<file path="src/rtl/scroll_band.sv">
// scroll_band: horizontally scrolling, power-of-two tiled background band.
//
// For every pixel it flags band membership and emits a texture ROM address
// {row, col}. The texture tiles every 2^W_LOG2 columns and is shifted by a
// sub-pixel offset that advances once per frame. Several instances with
// different parameters can be stacked into a parallax background.
//
// Build option:
//   LAYER_SCROLL_EN - when defined, the frame_clk synchroniser, the offset
//                     accumulator and frame_tick are compiled in. When
//                     undefined, the offset is fixed at 0, frame_tick is tied
//                     low and speed/dir/pause/frame_clk are ignored.
//
// Ports:
//   Clk        in   system clock (50 MHz)
//   Reset      in   asynchronous, active-high reset
//   frame_clk  in   frame strobe (~60 Hz), asynchronous to Clk
//   DrawX      in   current pixel column
//   DrawY      in   current pixel row
//   speed      in   unsigned scroll speed in 1/2^FRAC px per frame
//   dir        in   0: texture moves left, 1: texture moves right
//   pause      in   freezes the offset while high (sampled on frame_tick)
//   is_band    out  pixel belongs to the band (registered)
//   band_addr  out  texture ROM address {row, col}, 0 outside the band
//   frame_tick out  one-Clk pulse per detected frame_clk rising edge

module scroll_band #(
    parameter logic [9:0] BAND_Y   = 10'd245,
    parameter int         H_LOG2   = 6,
    parameter int         W_LOG2   = 8,
    parameter logic [9:0] SCREEN_W = 10'd640,
    parameter int         FRAC     = 4,
    parameter int         SPD_W    = 8
) (
    input  logic                       Clk,
    input  logic                       Reset,
    input  logic                       frame_clk,
    input  logic [9:0]                 DrawX,
    input  logic [9:0]                 DrawY,
    input  logic [SPD_W-1:0]           speed,
    input  logic                       dir,
    input  logic                       pause,
    output logic                       is_band,
    output logic [H_LOG2+W_LOG2-1:0]   band_addr,
    output logic                       frame_tick
);

    localparam int          AW     = H_LOG2 + W_LOG2;
    localparam int          ACC_W  = W_LOG2 + FRAC;
    localparam logic [10:0] BAND_H = 11'd1 << H_LOG2;

    // Integer part of the scroll offset, in texture columns.
    logic [W_LOG2-1:0] off_s;

`ifdef LAYER_SCROLL_EN
    logic             sync1_q;
    logic             sync2_q;
    logic             edge_q;
    logic             tick_q;
    logic [ACC_W-1:0] acc_q;
    logic [ACC_W-1:0] acc_d;
    logic [ACC_W-1:0] spd_ext_s;

    assign spd_ext_s  = ACC_W'(speed);
    assign off_s      = acc_q[ACC_W-1:FRAC];
    assign frame_tick = tick_q;

    // Synchronise frame_clk and turn its rising edge into a single-cycle tick.
    always_ff @(posedge Clk or posedge Reset) begin
        if (Reset) begin
            sync1_q <= 1'b0;
            sync2_q <= 1'b0;
            edge_q  <= 1'b0;
            tick_q  <= 1'b0;
        end else begin
            sync1_q <= frame_clk;
            sync2_q <= sync1_q;
            edge_q  <= sync2_q;
            tick_q  <= sync2_q & ~edge_q;
        end
    end

    // Next offset: speed/dir/pause only matter on a tick; wrap is modular.
    always_comb begin
        acc_d = acc_q;
        if (tick_q && !pause) begin
            if (dir) begin
                acc_d = acc_q - spd_ext_s;
            end else begin
                acc_d = acc_q + spd_ext_s;
            end
        end else begin
            acc_d = acc_q;
        end
    end

    // Offset accumulator register.
    always_ff @(posedge Clk or posedge Reset) begin
        if (Reset) begin
            acc_q <= '0;
        end else begin
            acc_q <= acc_d;
        end
    end
`else
    // Scroll inputs are intentionally unused in the static build.
    logic unused_scroll_s;
    assign unused_scroll_s = ^{frame_clk, dir, pause, speed};
    assign off_s           = '0;
    assign frame_tick      = 1'b0;
`endif

    // Pixel path: 11-bit row difference keeps BAND_Y + 2^H_LOG2 from overflowing.
    logic [10:0]       dy_diff_s;
    logic [W_LOG2-1:0] col_s;
    logic              is_band_d;
    logic [AW-1:0]     addr_d;
    logic              is_band_q;
    logic [AW-1:0]     addr_q;

    assign dy_diff_s = {1'b0, DrawY} - {1'b0, BAND_Y};
    // Column wraps for free by keeping only W_LOG2 bits of the sum.
    assign col_s     = W_LOG2'(DrawX) + off_s;

    // Membership test and address formation.
    always_comb begin
        is_band_d = 1'b0;
        addr_d    = '0;
        if ((DrawY >= BAND_Y) && (dy_diff_s < BAND_H) && (DrawX < SCREEN_W)) begin
            is_band_d = 1'b1;
            addr_d    = {dy_diff_s[H_LOG2-1:0], col_s};
        end else begin
            is_band_d = 1'b0;
            addr_d    = '0;
        end
    end

    // Output pipeline stage.
    always_ff @(posedge Clk or posedge Reset) begin
        if (Reset) begin
            is_band_q <= 1'b0;
            addr_q    <= '0;
        end else begin
            is_band_q <= is_band_d;
            addr_q    <= addr_d;
        end
    end

    assign is_band   = is_band_q;
    assign band_addr = addr_q;

endmodule
</file>
<file path="config.mk">
export PLATFORM = sky130hd
export DESIGN_NAME = scroll_band
export DESIGN_NICKNAME = d
export VERILOG_FILES = /design/src/rtl/scroll_band.sv
export SDC_FILE = /design/constraint.sdc
export NUM_CORES = 1
export LEC_CHECK = 0
export ABC_AREA = 1
export BUFFER_PORTS_ARGS = -buffer_cell sky130_fd_sc_hd__buf_2
export CELL_PAD_IN_SITES_DETAIL_PLACEMENT = 2
export CELL_PAD_IN_SITES_GLOBAL_PLACEMENT = 2
export CORE_MARGIN = 10
export CORE_UTILIZATION = 20
export CTS_CLUSTER_DIAMETER = 100
export DETAILED_ROUTE_END_ITERATION = 8
export PLACE_DENSITY = 0.71
export SLEW_MARGIN = 20
export SYNTH_ARGS = -nofsm -noshare
export SYNTH_HDL_FRONTEND = slang
export SYNTH_SLANG_ARGS = --single-unit
export TNS_END_PERCENT = 20
</file>
<file path="constraint.sdc">
create_clock -name Clk -period 0.8 [get_ports Clk]
set_input_delay 0.08 -clock Clk [delete_from_list [all_inputs] [get_ports Clk]]
set_output_delay 0.08 -clock Clk [all_outputs]
set_load 0.1 [all_outputs]
</file>
==> metrics.cfg, run 1 <==
[yosys]
synth_area_leader_cell=dfrtp_1
synth_top_family_by_area=simple AND/OR/NAND/NOR gates
synth-xor-area-share_pct=4.334
muxShareOfSynthArea_pct=0
synthSimpleGateAreaFrac_pct=30.50
syn_inst=83
yosys.area_share.adder_pct=3.096
synth_compound_area_share_pct=2.941
synth_top_area_share_pct=46.44
synth_seq_cells=15
synth_warnings=0
yosys-top-cells-area=dfrtp_1 (46%), nor2_4 (15%), inv_1 (7.0%)
ys_types=20
syn_avg_cell_area_um2=9.738
seq_area_frac_synth_pct=46.44
syn_area_um2=808.3
synth_nets=118

[placement]
post-place-ws_ns=-0.5355
dp_hpwl_mm=2.401
place_congestion=0.7534
place_area_um2=1414
port_buffers=36

[route]
routed_via_density=3.979
wl_mm=2.943
drc=0
dr.pass1.iters=2
drt_iter0_drc=12
antenna_left=0
num_vias=768
wl_per_cell_um=15.25

[power]
pwr-share-comb_pct=30.1
seqPwrFrac_pct=39.4
switchingPower_w=0.0006135
ir_drop_v=0.0004050
swShare_pct=30.66
power_frac_clock_pct=30.5
p_per_area_nw_per_um2=1258
p_leak_nw=0.8069
p_int_w=0.001387

[status]
violations=negative setup slack
status=finished, violations left

[sta]
finalCritPeriodShare_pct=116.8
fin_tns_setup_ns=-3.275
hold_viol=0
holdWs_ns=0.06279
worst_slack_ns=-0.1345
post-route-min-period_ns=0.9345
fmax_mhz=1070
rsz0062_at_grt=yes
finalSetupViolCount=30
finalMaxSlewViolations=0

[clocking]
cts_made_buffers=3
clk_pin_slew_ns=0.06
clkSinkCount=15
clockBufferDepth=2
clockRootBuffer=clkbuf_8
htreeDepth=1
cts_tree=done

[final_layout]
drive_above_1_share_pct=63.64
area_growth_pct=96.75
nNetsFinal=179
final_core_util_pct=40.34
final_common_cell=buf_2
antenna_cells=0
stdcell_area_um2=1590
layout_common_cells=buf_2 (19), buf_12 (17), buf_4 (16)

[global_routing]
antenna_found_initial=0
grt_max_degree=16
grt_pass1_vias=898
grt_first_pass_wirelength_mm=4.878
grt.overflow.total=0
grtUsageTotal_pct=8.795

[floorplanning]
die_w_um=83.57
start_util_pct=20.50
ios=49
die_h_um=83.57
rows=23
core_area_um2=3943
die_area_um2=6984

[critical_path]
crit_chain=buf_12 > inv_12 > ha_4 > nor2_4 > nand2_2 > nand2_1 > nand2_1 > nand3_2 > nor2_4 > nand2_4 > buf_16 > nor2_4
setup.worst_path.end_class=register
cp.required_ns=0.98
critPathSlowestCell=buf_16
worstPathArrival_ns=1.12
crit_type=in2reg
crit_path_frequent_cell=nor2_4
slowest_delay_ns=0.15
cp_max_fo=4
crit_path_start_kind=input port

[job]
maxCapViolCount=0

[worst_hold_path]
hold_path.class=in2reg

## synthesized netlist by cell type
library cell / count
o21ai_0: 1
nand2_1: 10
conb_1: 1
o21ai_1: 1
inv_2: 4
buf_4: 1
dfrtp_1: 15
ha_1: 2
o21a_1: 1
nand2_2: 2
a31oi_1: 1
nor2_1: 8
xor2_1: 4
nand3_2: 2
nand3_1: 1
inv_1: 15
nor2_4: 11
nand2_4: 1
buf_12: 1
nand4_1: 1
## cells by family after synthesis
family / after synthesis
buffers and inverters: 21
AOI/OAI and AO/OA: 4
DFF: 15
xor gates and xnor gates: 4
adders and majority gates: 2
and+or+nand+nor: 36
other: 1
## layout make-up
| cell class | count | area, um2 |
|---|---|---|
| clock buffers | 4 | 45.04 |
| fillers | 413 | 2352 |
| inverters | 19 | 88.84 |
| multi-input cells | 47 | 376.6 |
| flip-flops and latches | 15 | 375.4 |
| well taps | 50 | 62.56 |
| repair buffers | 58 | 641.9 |
## path summary, 6_finish.rpt
kind | start | endpoint | slack (ns) | cells after the start
setup / recovery | DrawY[1] | band_addr[12] | -0.13 | 12
hold / removal | DrawX[1] | band_addr[1] | 0.06 | 3
max in group asynchronous | Reset | band_addr[3] | 0.25 | 4
min in group asynchronous | Reset | band_addr[6] | 0.38 | 4
## power by group through the flow
stage	clock network (W)	logic, W	registers (W)
floorplan	0	0.000198	0.000903
global placement	0	0.000523	0.000800
detailed placement	0	0.000541	0.000802
CTS	0.000620	0.000591	0.000788
global route	0.000680	0.000653	0.000788
finish	0.000611	0.000602	0.000788
## per-layer routing
metal / vias to the layer above / wire, um / global-route usage [%]
li1: 360 / - / -
met1: 369 / 1158 / 9.223
met2: 34 / 1545 / 15.61
met3: 5 / 197 / 3.223
met4: 0 / 42 / 3.196
met5: - / 0 / 0
## worst max-delay path: cells and delay by family
kind / cells / cell delay [ns]
buffers and inverters: 3 / 0.31
adder cells (fa/ha/maj): 1 / 0.14
AND/OR/NAND/NOR: 8 / 0.58
## stage by stage
step / instances / total power [W]
4_1_cts: 192 / 0.001999
3_3_place_gp: 183 / 0.001324
6_report: 193 / 0.002001
5_1_grt: 193 / 0.002122
2_1_floorplan: 83 / 0.001100
3_5_place_dp: 183 / 0.001343
## state kept, by name, indices dropped and copies added (netlist names)
signal     count
band_addr     14
is_band        1
## repair_timing
action	in CTS	in global routing
gates cloned	1	0
buffers inserted	3	1
endpoints found under the setup margin	30	30
pin swaps	8	5
endpoints found under the hold margin	15	0
resized for setup	14	6
hold buffers	1	0
Power figures use the tool's default switching activity.
==> run 2: changes to the inputs <==
BUFFER_PORTS_ARGS = not set   (was -buffer_cell sky130_fd_sc_hd__buf_2)
CORE_UTILIZATION = 29   (was 20)
DONT_BUFFER_PORTS = 1   (was not set)
PLACE_DENSITY = 0.7   (was 0.71)
==> run 2 against run 1 <==
Non-clock buffer count is 27 lower. Clock power is 33% lower. Utilization increased by 9.3 points. Wire length fell by 19%. Largest power group unchanged. Largest cell class unchanged. The run still ends with negative setup slack left.
==> metrics.cfg, run 2 (synthesis results as in run 1) <==
[status]
status=finished, violations left
violations=negative setup slack

[final_layout]
nNetsFinal=152  ; -15%
drive_above_1_share_pct=41.38  ; -22 points
final_core_util_pct=49.63  ; +9.3 points
antenna_cells=0  ; unchanged
layout_common_cells=dfrtp_1 (15), buf_12 (15), inv_1 (12), dlygate4sd3_1 (12), nor2_4 (11)
area_growth_pct=66.41
largest_reg_flops=14  ; unchanged

[power]
p_leak_nw=0.6446  ; -20%
pwr-share-comb_pct=28.3  ; -1.8 points
seqPwrFrac_pct=47.2  ; +7.8 points
p_int_w=0.001148  ; -17%
switchingPower_w=0.0005160  ; -16%
ir_drop_v=0.0006056  ; +50%
swShare_pct=31.01  ; +0.35 points
power_w=0.001664  ; -17%
p_per_area_nw_per_um2=1237  ; -1.7%
power_frac_clock_pct=24.5  ; -6.0 points

[route]
num_vias=647  ; -16%
antenna_left=0  ; unchanged
routed_via_density=4.401  ; +11%
dr.pass1.iters=2  ; unchanged
wl_mm=2.383  ; -19%
drt_iter0_drc=16  ; +4
wl_per_cell_um=16.21  ; +6.3%
drc=0  ; unchanged

[floorplanning]
ios=49  ; unchanged
die_area_um2=5299  ; -24%
die_w_um=72.80  ; -13%
start_util_pct=29.82  ; +9.3 points
die_h_um=72.80  ; -13%
rows=19  ; -17%
core_area_um2=2710  ; -31%

[placement]
place_congestion=0.7618  ; +1.1%
dp_hpwl_mm=1.968  ; -18%
port_buffers=0  ; -100%

[critical_path]
path_delay_family=flip-flops
crit_buf_inv=1  ; -2
critPathSlowestCell=dfrtp_1
crit_chain=buf_12
worstPathArrival_ns=0.88  ; -0.24 ns
setup.worst_path.end_class=output port
cp.required_ns=0.72  ; -0.26 ns
cp_max_fo=1  ; -3
slowest_delay_ns=0.42  ; +0.27 ns
crit_type=reg2out
crit_path_start_kind=register

[worst_hold_path]
min_path_cells=2  ; -1
hold_path.class=in2reg
min_to=band_addr[12]
hp-start=DrawY[4]

[clocking]
clkSinkCount=15  ; unchanged
clockRootBuffer=clkbuf_4
clk_pin_slew_ns=0.08  ; +0.02 ns
post-cts-setup-buffers=0  ; -3
cts_made_buffers=3  ; unchanged
cts_tree=done
htreeDepth=1  ; unchanged
clockBufferDepth=2  ; unchanged

[global_routing]
grt_max_degree=16  ; unchanged
antenna_found_initial=0  ; unchanged
grt_busiest_layer=met2
use_met1_pct=10.31  ; +1.1 points
grt_first_pass_wirelength_mm=4.029  ; -17%
grt.overflow.total=0  ; unchanged
grtUsageTotal_pct=9.624  ; +0.83 points
met3_usage_pct=3.537  ; +0.31 points
grt_pass1_vias=781  ; -13%
grtUsageMet2_pct=16.38  ; +0.77 points

[sta]
worst_slack_ns=-0.1587  ; -0.02422 ns
finalSetupViolCount=15  ; -50%
rsz0062_at_grt=yes
hold_viol=0  ; unchanged
holdWs_ns=0.02734  ; -0.03545 ns
post-route-min-period_ns=0.9587  ; +0.02422 ns
fmax_mhz=1043  ; -2.5%
finalCritPeriodShare_pct=119.8  ; +3.0 points
finalMaxSlewViolations=0  ; unchanged

[job]
maxCapViolCount=0  ; unchanged

run 2: what timing repair did:
action,in CTS,in global routing
hold buffers,12,0
gates resized for setup,1,2
endpoints found under the setup margin,20,41
hold endpoints to repair,26,0
run 2: through the flow:
| stage | setup WS, ns | cells | instance area (um2) | TNS [ns] |
|---|---|---|---|---|
| floorplan | -0.2027 | 83 | 840.8 | -4.659 |
| global placement | -0.2766 | 131 | 1182 | -3.787 |
| detailed placement | -0.3445 | 131 | 1182 | -4.467 |
| CTS | -0.1809 | 147 | 1338 | -2.317 |
| global route | -0.1904 | 147 | 1345 | -2.721 |
| finish | -0.1587 | 147 | 1345 | -2.006 |
run 2: cell type report:
cell class / instances / area (um2)
inverter: 19 / 92.59
timing repair buffer: 31 / 450.4
clock buffer: 4 / 26.28
sequential: 15 / 375.4
tap: 31 / 38.79
fill: 291 / 1365
multi-input combinational: 47 / 361.6
run 2: how the worst max path moves through the flow:
stage,startpoint,end,slack (ns),depth (start not counted)
CTS,band_addr[11],band_addr[11],-0.18,1
floorplan,DrawY[1],band_addr[12],-0.20,11
finish,band_addr[11],band_addr[11],-0.16,1
global placement,DrawY[1],band_addr[13],-0.28,10
detailed placement,DrawY[1],band_addr[2],-0.34,10
global route,band_addr[12],band_addr[12],-0.19,1
run 2: power groups by stage:
stage	combinational [W]	sequential [W]	clock [W]
6_report	0.000470	0.000786	0.000408
5_1_grt	0.000504	0.000788	0.000471
4_1_cts	0.000473	0.000786	0.000442
3_5_place_dp	0.000415	0.000802	0
3_3_place_gp	0.000401	0.000800	0
2_1_floorplan	0.000198	0.000903	0
run 2: per-layer routing:
layer	part of all wire [%]	routed length, um
met1	37	887
met2	53	1258
met3	9.1	218
met4	0.80	19
met5	0	0
